File: src/rtl/wb_scoreboard_if.sv
// ---------------------------------------------------------------------------
// wb_scoreboard_if
// Bundles every pipeline-side signal of the register-write scoreboard.
//   D stage  : IssueD, RdD, RegWriteD, FRegWriteD, Rs1D..Rs3D, Use1D..Use3D,
//              Fp1D..Fp3D (pipeline -> scoreboard)
//   E stage  : FlushE, RdE, RegWriteE, FRegWriteE (pipeline -> scoreboard)
//   W stage  : RdW, RegWriteW, FRegWriteW (pipeline -> scoreboard)
//   Status   : StallD, Busy, Underflow, Cleaning (scoreboard -> pipeline)
// modport master : the pipeline / hazard-unit side that drives the stages.
// modport slave  : the scoreboard itself.
// ---------------------------------------------------------------------------
interface wb_scoreboard_if;
  logic       IssueD;
  logic [4:0] RdD;
  logic       RegWriteD;
  logic       FRegWriteD;
  logic [4:0] Rs1D;
  logic [4:0] Rs2D;
  logic [4:0] Rs3D;
  logic       Use1D;
  logic       Use2D;
  logic       Use3D;
  logic       Fp1D;
  logic       Fp2D;
  logic       Fp3D;
  logic       FlushE;
  logic [4:0] RdE;
  logic       RegWriteE;
  logic       FRegWriteE;
  logic [4:0] RdW;
  logic       RegWriteW;
  logic       FRegWriteW;
  logic       StallD;
  logic       Busy;
  logic       Underflow;
  logic       Cleaning;

  modport master (
    output IssueD, RdD, RegWriteD, FRegWriteD,
    output Rs1D, Rs2D, Rs3D, Use1D, Use2D, Use3D, Fp1D, Fp2D, Fp3D,
    output FlushE, RdE, RegWriteE, FRegWriteE,
    output RdW, RegWriteW, FRegWriteW,
    input  StallD, Busy, Underflow, Cleaning
  );

  modport slave (
    input  IssueD, RdD, RegWriteD, FRegWriteD,
    input  Rs1D, Rs2D, Rs3D, Use1D, Use2D, Use3D, Fp1D, Fp2D, Fp3D,
    input  FlushE, RdE, RegWriteE, FRegWriteE,
    input  RdW, RegWriteW, FRegWriteW,
    output StallD, Busy, Underflow, Cleaning
  );
endinterface

File: src/rtl/wb_scoreboard.sv
// ---------------------------------------------------------------------------
// wb_scoreboard
// Tracks in-flight integer and FP register writes between issue (D) and
// write-back (W) with one 2-bit pending counter per architectural register,
// and derives the decode RAW/WAW interlock from those counters.
// Ports:
//   clk   : pipeline clock, all state updates on posedge
//   reset : synchronous, active-high; followed by one cleanup cycle
//   bus   : wb_scoreboard_if.slave -- D/E/W stage inputs and the
//           StallD / Busy / Underflow / Cleaning status outputs
// ---------------------------------------------------------------------------
module wb_scoreboard (
  input logic            clk,
  input logic            reset,
  wb_scoreboard_if.slave bus
);

  // Pending-write counters; int x0 is held at zero permanently.
  logic [1:0] int_cnt_r     [32];
  logic [1:0] fp_cnt_r      [32];
  logic [1:0] int_cnt_nxt_s [32];
  logic [1:0] fp_cnt_nxt_s  [32];

  logic       cleaning_r;
  logic       busy_r;
  logic       underflow_r;

  logic [4:0] rs_s [3];
  logic [2:0] use_s;
  logic [2:0] fp_s;
  logic       raw_s;
  logic       waw_s;
  logic       stall_s;
  logic       issue_ok_s;
  logic       evt_en_s;
  logic       flush_int_s;
  logic       flush_fp_s;
  logic       uf_hit_s;
  logic       busy_nxt_s;

  // A source still waits if its effective count (stored count minus a
  // same-cycle W retire of that register) is above zero. The register file
  // writes on negedge, so D sees the value retired this cycle.
  function automatic logic src_pending(input logic [1:0] cnt, input logic retire_hit);
    src_pending = (cnt > 2'd1) || ((cnt == 2'd1) && !retire_hit);
  endfunction

  // Net counter update for one cycle: +inc, -dec_a, -dec_b, clamped at zero.
  // Bit 2 of the result flags that some decrement found nothing to retire.
  function automatic logic [2:0] net_update(input logic [1:0] cnt, input logic inc,
                                            input logic dec_a, input logic dec_b);
    logic [2:0] up;
    logic [2:0] dn;
    logic [2:0] diff;
    up   = {1'b0, cnt} + {2'b00, inc};
    dn   = {2'b00, dec_a} + {2'b00, dec_b};
    diff = up - dn;
    if (up < dn) begin
      net_update = {1'b1, 2'b00};
    end else begin
      net_update = {1'b0, diff[1:0]};
    end
  endfunction

  assign rs_s[0] = bus.Rs1D;
  assign rs_s[1] = bus.Rs2D;
  assign rs_s[2] = bus.Rs3D;
  assign use_s   = {bus.Use3D, bus.Use2D, bus.Use1D};
  assign fp_s    = {bus.Fp3D, bus.Fp2D, bus.Fp1D};

  // RAW check of every used source against its own register file.
  always_comb begin
    raw_s = 1'b0;
    for (int n = 0; n < 3; n++) begin
      if (!use_s[n]) begin
        raw_s = raw_s;
      end else if (fp_s[n]) begin
        raw_s = raw_s | src_pending(fp_cnt_r[rs_s[n]],
                                    bus.FRegWriteW && (bus.RdW == rs_s[n]));
      end else begin
        raw_s = raw_s | src_pending(int_cnt_r[rs_s[n]],
                                    bus.RegWriteW && (bus.RdW == rs_s[n]));
      end
    end
  end

  // A fourth write to one register would overflow its 2-bit counter.
  assign waw_s = (bus.RegWriteD  && (int_cnt_r[bus.RdD] == 2'd3)) ||
                 (bus.FRegWriteD && (fp_cnt_r[bus.RdD]  == 2'd3));

  assign stall_s     = cleaning_r | raw_s | waw_s;
  assign issue_ok_s  = bus.IssueD & ~stall_s;
  // Decrements are frozen during the cleanup cycle; increments already are
  // because StallD is forced high then.
  assign evt_en_s    = ~cleaning_r;
  assign flush_int_s = evt_en_s & bus.FlushE & bus.RegWriteE;
  assign flush_fp_s  = evt_en_s & bus.FlushE & bus.FRegWriteE;

  // Per-register next counts, underflow detection and next Busy.
  always_comb begin
    logic [2:0] upd_int;
    logic [2:0] upd_fp;
    upd_int    = 3'b000;
    upd_fp     = 3'b000;
    uf_hit_s   = 1'b0;
    busy_nxt_s = 1'b0;
    for (int i = 0; i < 32; i++) begin
      upd_int = net_update(int_cnt_r[i],
                           issue_ok_s && bus.RegWriteD && (bus.RdD == 5'(i)),
                           evt_en_s && bus.RegWriteW && (bus.RdW == 5'(i)),
                           flush_int_s && (bus.RdE == 5'(i)));
      upd_fp  = net_update(fp_cnt_r[i],
                           issue_ok_s && bus.FRegWriteD && (bus.RdD == 5'(i)),
                           evt_en_s && bus.FRegWriteW && (bus.RdW == 5'(i)),
                           flush_fp_s && (bus.RdE == 5'(i)));
      if (i == 0) begin
        int_cnt_nxt_s[i] = 2'd0;
      end else begin
        int_cnt_nxt_s[i] = upd_int[1:0];
        uf_hit_s         = uf_hit_s | upd_int[2];
      end
      fp_cnt_nxt_s[i] = upd_fp[1:0];
      uf_hit_s        = uf_hit_s | upd_fp[2];
      busy_nxt_s      = busy_nxt_s | (int_cnt_nxt_s[i] != 2'd0) | (fp_cnt_nxt_s[i] != 2'd0);
    end
  end

  // Counter, cleanup, Busy and sticky Underflow state.
  always_ff @(posedge clk) begin
    if (reset) begin
      for (int i = 0; i < 32; i++) begin
        int_cnt_r[i] <= 2'd0;
        fp_cnt_r[i]  <= 2'd0;
      end
      cleaning_r  <= 1'b1;
      busy_r      <= 1'b0;
      underflow_r <= 1'b0;
    end else begin
      for (int i = 0; i < 32; i++) begin
        int_cnt_r[i] <= int_cnt_nxt_s[i];
        fp_cnt_r[i]  <= fp_cnt_nxt_s[i];
      end
      cleaning_r  <= 1'b0;
      busy_r      <= busy_nxt_s;
      underflow_r <= underflow_r | uf_hit_s;
    end
  end

  assign bus.StallD    = stall_s;
  assign bus.Busy      = busy_r;
  assign bus.Underflow = underflow_r;
  assign bus.Cleaning  = cleaning_r;

endmodule

File: src/flat_wrapper.sv
// flat-port wrapper written by rule: the top's interface ports become plain ports
module wb_scoreboard_flat 
  (clk, reset, bus_IssueD, bus_RdD, bus_RegWriteD, bus_FRegWriteD, bus_Rs1D, bus_Rs2D, bus_Rs3D, bus_Use1D, bus_Use2D, bus_Use3D, bus_Fp1D, bus_Fp2D, bus_Fp3D, bus_FlushE, bus_RdE, bus_RegWriteE, bus_FRegWriteE, bus_RdW, bus_RegWriteW, bus_FRegWriteW, bus_StallD, bus_Busy, bus_Underflow, bus_Cleaning);
  wb_scoreboard_if bus_i ();
  input logic clk;
  input logic reset;
  input wire logic [$bits(bus_i.IssueD)-1:0] bus_IssueD;
  input wire logic [$bits(bus_i.RdD)-1:0] bus_RdD;
  input wire logic [$bits(bus_i.RegWriteD)-1:0] bus_RegWriteD;
  input wire logic [$bits(bus_i.FRegWriteD)-1:0] bus_FRegWriteD;
  input wire logic [$bits(bus_i.Rs1D)-1:0] bus_Rs1D;
  input wire logic [$bits(bus_i.Rs2D)-1:0] bus_Rs2D;
  input wire logic [$bits(bus_i.Rs3D)-1:0] bus_Rs3D;
  input wire logic [$bits(bus_i.Use1D)-1:0] bus_Use1D;
  input wire logic [$bits(bus_i.Use2D)-1:0] bus_Use2D;
  input wire logic [$bits(bus_i.Use3D)-1:0] bus_Use3D;
  input wire logic [$bits(bus_i.Fp1D)-1:0] bus_Fp1D;
  input wire logic [$bits(bus_i.Fp2D)-1:0] bus_Fp2D;
  input wire logic [$bits(bus_i.Fp3D)-1:0] bus_Fp3D;
  input wire logic [$bits(bus_i.FlushE)-1:0] bus_FlushE;
  input wire logic [$bits(bus_i.RdE)-1:0] bus_RdE;
  input wire logic [$bits(bus_i.RegWriteE)-1:0] bus_RegWriteE;
  input wire logic [$bits(bus_i.FRegWriteE)-1:0] bus_FRegWriteE;
  input wire logic [$bits(bus_i.RdW)-1:0] bus_RdW;
  input wire logic [$bits(bus_i.RegWriteW)-1:0] bus_RegWriteW;
  input wire logic [$bits(bus_i.FRegWriteW)-1:0] bus_FRegWriteW;
  output wire logic [$bits(bus_i.StallD)-1:0] bus_StallD;
  output wire logic [$bits(bus_i.Busy)-1:0] bus_Busy;
  output wire logic [$bits(bus_i.Underflow)-1:0] bus_Underflow;
  output wire logic [$bits(bus_i.Cleaning)-1:0] bus_Cleaning;
  assign bus_i.IssueD = bus_IssueD;
  assign bus_i.RdD = bus_RdD;
  assign bus_i.RegWriteD = bus_RegWriteD;
  assign bus_i.FRegWriteD = bus_FRegWriteD;
  assign bus_i.Rs1D = bus_Rs1D;
  assign bus_i.Rs2D = bus_Rs2D;
  assign bus_i.Rs3D = bus_Rs3D;
  assign bus_i.Use1D = bus_Use1D;
  assign bus_i.Use2D = bus_Use2D;
  assign bus_i.Use3D = bus_Use3D;
  assign bus_i.Fp1D = bus_Fp1D;
  assign bus_i.Fp2D = bus_Fp2D;
  assign bus_i.Fp3D = bus_Fp3D;
  assign bus_i.FlushE = bus_FlushE;
  assign bus_i.RdE = bus_RdE;
  assign bus_i.RegWriteE = bus_RegWriteE;
  assign bus_i.FRegWriteE = bus_FRegWriteE;
  assign bus_i.RdW = bus_RdW;
  assign bus_i.RegWriteW = bus_RegWriteW;
  assign bus_i.FRegWriteW = bus_FRegWriteW;
  assign bus_StallD = bus_i.StallD;
  assign bus_Busy = bus_i.Busy;
  assign bus_Underflow = bus_i.Underflow;
  assign bus_Cleaning = bus_i.Cleaning;
  wb_scoreboard u_core (.clk(clk), .reset(reset), .bus(bus_i));
endmodule
File: config.mk
export PLATFORM = sky130hd
export DESIGN_NAME = wb_scoreboard_flat
export DESIGN_NICKNAME = d
export VERILOG_FILES = /design/src/rtl/wb_scoreboard_if.sv /design/src/rtl/wb_scoreboard.sv /design/src/flat_wrapper.sv
export SDC_FILE = /design/constraint.sdc
export NUM_CORES = 1
export LEC_CHECK = 0
export ABC_AREA = 1
export CELL_PAD_IN_SITES_DETAIL_PLACEMENT = 0
export CELL_PAD_IN_SITES_GLOBAL_PLACEMENT = 1
export CORE_ASPECT_RATIO = 1.2
export CORE_MARGIN = 3
export CORE_UTILIZATION = 34
export CTS_CLUSTER_DIAMETER = 200
export CTS_CLUSTER_SIZE = 14
export DETAILED_ROUTE_END_ITERATION = 10
export PLACE_DENSITY = 0.71
export RECOVER_POWER = 50
export SETUP_SLACK_MARGIN = 0.15
export SLEW_MARGIN = 25
export SYNTH_ARGS = -nofsm -noshare
export SYNTH_HDL_FRONTEND = slang
export SYNTH_SLANG_ARGS = --single-unit
File: constraint.sdc
create_clock -name clk -period 4.7 [get_ports clk]
set_input_delay 0.705 -clock clk [delete_from_list [all_inputs] [get_ports clk]]
set_output_delay 0.705 -clock clk [all_outputs]
set_load 0.01 [all_outputs]
=== Word level (Yosys, flattened, before mapping) ===
Memories as Yosys holds them, arrays and structs flattened.
Index checks and enable logic that the tools add are counted.

* Equality and inequality tests: 104
* Muxes and demuxes: 136
* Magnitude comparators: 69
* Bitwise gates (word level): 201
* $add $sub $neg: 189
* Reduce and logical (&&, ||, !) cells: 286

{| class="wikitable"
|+ Operators by type and width
! operator !! count
|-
| $eq 5x5->1 const B || 48
|-
| $logic_and 1x1->1 || 207
|-
| $or 1x1->1 || 195
|-
| $add 2x1->3 || 63
|-
| $lt 3x2->1 || 63
|-
| $mux 3 || 63
|-
| $mux 2 || 64
|-
| $add 1x1->2 || 63
|-
| $reduce_bool 2->1 || 63
|-
| $sub 2x2->2 || 63
|-
| $eq 5x4->1 const B || 24
|-
| $eq 5x3->1 const B || 12
|-
| $eq 5x2->1 const B || 6
|-
| $eq 5x1->1 const B || 3
|-
| $eq 5x5->1 || 3
|-
| $logic_not 5->1 || 3
|-
| $eq 2x1->1 const B || 6
|-
| $gt 2x1->1 const B || 6
|-
| $mux 1 || 9
|-
| $logic_or 1x1->1 || 7
|-
| $logic_not 1->1 || 6
|-
| $and 1x1->1 || 4
|-
| $eq 2x2->1 const B || 2
|-
| $not 1->1 || 2
|}

* Register bits: 3
* Memories: 2
* Output and inout port bits: 4
* Bits of input ports: 46
* RAM bits: 128

{| class="wikitable"
|+ Memories
! memory !! depth !! width !! read ports !! clocked after memory_dff !! wr ports !! RTL line !! source
|-
| u_core.fp_cnt_r || 32 || 2 || 36 || 0 || 32 || wb_scoreboard.sv:20 || <nowiki>logic [1:0] fp_cnt_r [32];</nowiki>
|-
| u_core.int_cnt_r || 32 || 2 || 35 || 0 || 32 || wb_scoreboard.sv:19 || <nowiki>logic [1:0] int_cnt_r [32];</nowiki>
|}

=== Depth between registers and ports, before layout ===
* Depth after elaboration: 85
* Depth in mapped cells: 34

=== Worst setup path after synthesis ===
Ideal clock, no wire load.

* Kind: input port to flip-flop
* Start point: input bus_RdD[1]
* End point: register u_core.underflow_r, in the netlist u_core.bus.Underflow
* Path slack: 541 ps
* Stages: 27
* Data arrival time: 4027 ps
* Path buffers: 3
* Required time: 4567 ps
* Path through: buf_4 -> inv_2 -> nor2_2 -> buf_4 -> nand2_1 -> nand4_1 -> nand2_1 -> nand2_1 -> nor2_1 -> nor2_1 -> nor2_1 -> nor2_1 -> nor2_1 -> nand2_1 -> nor2_2 -> nand3_2 -> buf_2 -> nor2_1 -> ha_1 -> fa_1 -> inv_1 -> or2_2 -> o21ai_0 -> nand4_1 -> nor4_1 -> and3_1 -> a31oi_1

* Cells in the longest elaborated chain, start to end: 75
* Elaborated cells on any way between the ends: 359
* Those cells by class: add/sub: 63; order compare: 63; eq/ne: 33; mux: 63; bitwise: 66; reduce/logical: 69; memory: 2

{| class="wikitable"
|+ RTL lines
! what !! RTL line !! source
|-
| from (decl) || flat_wrapper.sv:8 || <nowiki>input wire logic [$bits(bus_i.RdD)-1:0] bus_RdD;</nowiki>
|-
| $mem_v2 32x2 (on tied branches) || - ||
|-
| $eq 2x2->1 (on tied branches) || wb_scoreboard.sv:88, wb_scoreboard.sv:89 ||
|-
| $logic_and 1x1->1 (on tied branches) || wb_scoreboard.sv:88, wb_scoreboard.sv:89 ||
|-
| $logic_or 1x1->1 || wb_scoreboard.sv:88 || <nowiki>assign waw_s = (bus.RegWriteD && (int_cnt_r[bus.RdD] == 2'd3)) ||</nowiki>
|-
| $or 1x1->1 || wb_scoreboard.sv:91 || <nowiki>assign stall_s = cleaning_r | raw_s | waw_s;</nowiki>
|-
| $not 1->1 || wb_scoreboard.sv:92 || <nowiki>assign issue_ok_s = bus.IssueD & ~stall_s;</nowiki>
|-
| $and 1x1->1 || wb_scoreboard.sv:92 ||
|-
| $logic_and 1x1->1 (on tied branches) || - ||
|-
| [59 not listed] || - ||
|-
| $or 1x1->1 || wb_scoreboard.sv:123 || <nowiki>uf_hit_s = uf_hit_s | upd_fp[2];</nowiki>
|-
| $or 1x1->1 || wb_scoreboard.sv:120 || <nowiki>uf_hit_s = uf_hit_s | upd_int[2];</nowiki>
|-
| $or 1x1->1 || wb_scoreboard.sv:123 ||
|-
| $or 1x1->1 || wb_scoreboard.sv:120 ||
|-
| $or 1x1->1 || wb_scoreboard.sv:123 ||
|-
| $or 1x1->1 || wb_scoreboard.sv:120 ||
|-
| $or 1x1->1 * || wb_scoreboard.sv:123 ||
|-
| $or 1x1->1 * || wb_scoreboard.sv:145 || <nowiki>underflow_r <= underflow_r | uf_hit_s;</nowiki>
|-
| to (signal assigned) || wb_scoreboard.sv:145 ||
|-
| to (decl) || wb_scoreboard.sv:26 || <nowiki>logic underflow_r;</nowiki>
|}

Mark *: on every way between the ends. The rest lies on a longest branch, timed or not.
A chain may end at the register's enable or synchronous reset.

=== Worst setup path after layout ===
* Start point: input bus_Rs1D[2]
* End point: register u_core.busy_r, in the netlist u_core.bus.Busy

* Cells in the longest elaborated chain, start to end: 85
* Elaborated cells on any way between the ends: 471
* Those cells by class: add/sub: 126; order compare: 65; eq/ne: 3; mux: 69; bitwise: 70; reduce/logical: 136; memory: 2

{| class="wikitable"
|+ RTL lines
! what !! RTL line !! source
|-
| from (decl) || flat_wrapper.sv:11 || <nowiki>input wire logic [$bits(bus_i.Rs1D)-1:0] bus_Rs1D;</nowiki>
|-
| branches (longest 5 deep; another with $mem_v2 32x2) || - ||
|-
| $mux 1 * || wb_scoreboard.sv:77 || <nowiki>end else if (fp_s[n]) begin</nowiki>
|-
| $mux 1 * || wb_scoreboard.sv:75 || <nowiki>if (!use_s[n]) begin</nowiki>
|-
| $or 1x1->1 (on tied branches) || wb_scoreboard.sv:81, wb_scoreboard.sv:78 ||
|-
| $mux 1 || wb_scoreboard.sv:77 ||
|-
| $mux 1 * || wb_scoreboard.sv:75 ||
|-
| $or 1x1->1 (on tied branches) || wb_scoreboard.sv:81, wb_scoreboard.sv:78 ||
|-
| $mux 1 || wb_scoreboard.sv:77 ||
|-
| [5 not listed] || - ||
|-
| $logic_and 1x1->1 (on tied branches) || - ||
|-
| $logic_and 1x1->1 (on tied branches) || wb_scoreboard.sv:113, wb_scoreboard.sv:109 ||
|-
| $add 2x1->3 || wb_scoreboard.sv:55 || <nowiki>up = {1'b0, cnt} + {2'b00, inc};</nowiki>
|-
| $lt 3x2->1 / $sub 2x2->2 (equally long branches) || wb_scoreboard.sv:58, wb_scoreboard.sv:57 ||
|-
| $mux 3 || wb_scoreboard.sv:58 || <nowiki>if (up < dn) begin</nowiki>
|-
| $reduce_bool 2->1 || wb_scoreboard.sv:124 || <nowiki>busy_nxt_s = busy_nxt_s | (int_cnt_nxt_s[i] != 2'd0) | (fp_cnt_nxt_s[i] != 2'd0);</nowiki>
|-
| $or 1x1->1 (61 in series) || wb_scoreboard.sv:124 ||
|-
| $or 1x1->1 * || wb_scoreboard.sv:124 ||
|-
| to (signal assigned) || wb_scoreboard.sv:144 || <nowiki>busy_r <= busy_nxt_s;</nowiki>
|-
| to (decl) || wb_scoreboard.sv:25 || <nowiki>logic busy_r;</nowiki>
|}

Every way passes the cells marked *.

==> results.md <==
* CORE AREA at 0.0517 mm²
* Clk sinks at 129
* Nets at 3769
* Most frequent cells in the layout: 724 x nand2_1, 481 x inv_1, 445 x buf_4
* Vias per std cell at 5.30
* Asr flop ratio synth at 0%
* Die width at 215 µm
* Final GP Congestion at 1.06
* Most common cell after layout, fill and taps aside: nand2_1
* Setup_tns at 0 ps
* HPWL Detailed at 78900 µm
* Total grt overflow at 0
* Pre-Repair DR Iteration Count at 6
* Synth-to-layout area growth at 36.8%
* Clk Latency, worst-skew pair at 460 ps
* GRT Overall Usage at 33.7%
* Worst Path Required at 5030 ps
* Crit-path most repeated cell: nand2_1
* Vias at 21849
* Cell variety after synth at 34
* Max-cap viol count at 1
* CTS Root Cell: clkbuf_16
* Run status: complete, but fails checks
* CP startpoint kind: input port
* Most used routing layer in global routing: met2
* GRT met2 Usage at 54.7%
* Final Max Slew Viols at 79
* Met3 Use GR at 4.87%
* Vias in the first global route at 20853
* Area after DPL at 0.0225 mm²
* Worst setup skew after layout at 11.3 ps
* I/O Buffers at 49
* Mapped Cells at 2958
* Row count at 91
* Number of synthesized flops with an enable pin at 0
* Post-place setup slack at -1030 ps
* CP max FO at 14
* FF+latch count, synth at 129
* First-pass GRT wire length at 137000 µm
* WL per Instance at 23.7 µm
* I/O pin cnt at 50
* Slowest library cell on the worst path: fa_1
* Chip height at 257 µm
* Fin crit period at 4580 ps
* Initial antenna violation count at 0
* WL final at 97500 µm
* PwrDens at 150 mW/mm²
* Average instance area after synthesis at 6.04 µm²
* Worst Max-Slew Pin Slew at 2000 ps
* ANT nets after route at 0
* Crit Path Class: in2reg
* Final hold vios at 0
* Critical path's largest stage delay at 470 ps
* Clock-pin slew on the worst setup and hold paths at 70 ps
* Fin worst setup slack at 119 ps
* TritonCTS clock tree: built
* Number of DRC markers in iteration 0 at 2000
* Post-Syn Nets at 3319
* Final Util at 47.3%
* Main synth FF type: dfxtp_1
* Final worst path period share at 97.5%
* Register area share after synthesis at 14.4%
* Met1 GRT Util at 43.2%
* Largest net degree at the start of global routing at 79
* Hold crit path type: reg2reg
* Leakage at 13.0 nW
* Arr. time, crit path at 4910 ps
* Post-layout instance area at 0.0244 mm²
* Die area at 0.0554 mm²
* Failing checks: max-capacitance violations, max-slew violations
* Share of cells above drive strength 1 at 22.6%
* Fmax at 218 MHz
* H-tree Lvls at 4
* Detailed-route DRC error count at 0
* Max_slew headroom at -33.6%
* CTS max path bufs at 2
* Worst ir drop on vdd at 0.284 mV
* Setup Viol. Count Final at 0
* Initial cell density of the core at 34.6%
* CTS Buf Count at 17
* Post-CTS Hold Buffers at 0
* Yosys warns at 0
* CP endpoint kind: flip-flop
* Unrepaired setup endpoints after global routing: yes
* Netlist Area Pre-Place at 0.0179 mm²
-- what timing repair did --
item	4_1_cts	5_1_grt
resized for setup	133	181
setup buffers	25	21
gates cloned	2	6
pin swaps	41	89
endpoints found under the setup margin	20	4
-- path summary, 6_finish.rpt --
check / start / end / slack (ps) / depth (start not counted)
worst max-delay path: bus_Rs1D[2] / u_core.bus.Busy / 120 / 28
worst min-delay path: u_core.int_cnt_r[25][0] / u_core.int_cnt_r[25][0] / 890 / 4
worst max register to register: u_core.fp_cnt_r[11][1] / u_core.bus.Busy / 150 / 26
worst min register to register: u_core.int_cnt_r[25][0] / u_core.int_cnt_r[25][0] / 890 / 4
-- cell families after synthesis --
| group | count (synthesis) | share of synthesized area, % |
|---|---|---|
| AO/OA/AOI/OAI | 235 | 7.59 |
| flip-flops | 129 | 14.4 |
| AND/OR/NAND/NOR | 1621 | 38.5 |
| XOR/XNOR | 12 | 0.588 |
| adder cells (fa/ha/maj) | 315 | 24.7 |
| buffers and inverters | 646 | 14.2 |
-- critical path, delay by kind of cell --
kind                       cells  cell delay [ps]
and+or+nand+nor               18             2370
adders and majority gates      2              660
AOI/OAI and AO/OA              1               70
buffers and inverters          7             1060
-- through the flow --
step	power (W)	instances	hold WS, ps
after global routing	0.00376	4118	929
after floorplan	0.00158	2958	688
after detailed placement	0.00205	4032	850
after CTS	0.00359	4091	869
after global placement	0.00206	4032	845
final	0.00366	4119	894
-- layout make-up --
cell class / instances / area, µm²
sequential: 129 / 2590
fill: 5487 / 27200
clock inverter: 15 / 195
antenna: 1 / 2.50
tap: 697 / 872
multi-input combinational: 2183 / 13300
timing repair buffer: 568 / 5070
clock buffer: 17 / 425
inverter: 509 / 1950
-- synth_stat cells, drive strengths merged, types with 6 or more instances --
master  number  share of area, %
o21bai      14              0.59
fa          63               7.1
nand3      343               9.7
clkbuf      69               1.4
dfxtp      129                14
nor3        79               2.2
o211ai      49               2.1
buf         68               2.1
nand4       43               1.5
inv        503                11
nor2       361               7.6
or2         40               1.4
clkinv       6              0.13
o21ai      111               3.1
ha         252                18
a21oi       44               1.2
xor2        10              0.49
o22ai       14              0.49
nand2      744                16
nor4         9              0.31
-- metal layers --
| layer | wire [µm] | vias to the layer above |
|---|---|---|
| li1 | - | 10238 |
| met1 | 39800 | 10365 |
| met3 | 7280 | 243 |
| met2 | 43800 | 1003 |
| met4 | 6640 | 0 |
| met5 | 0 | - |
-- where the power goes --
part	total, W	internal (W)	switching (W)
clock network	0.00150	0.000853	0.000644
registers	0.00113	0.00110	0.0000219
logic	0.00104	0.000412	0.000625
-- sequential cells by signal (all words and copies together), names as in the netlist --
signal                cells
u_core.bus.Cleaning       1
u_core.fp_cnt_r          64
u_core.bus.Busy           1
u_core.int_cnt_r         62
u_core.bus.Underflow      1
(Power assumes the default switching activity.)
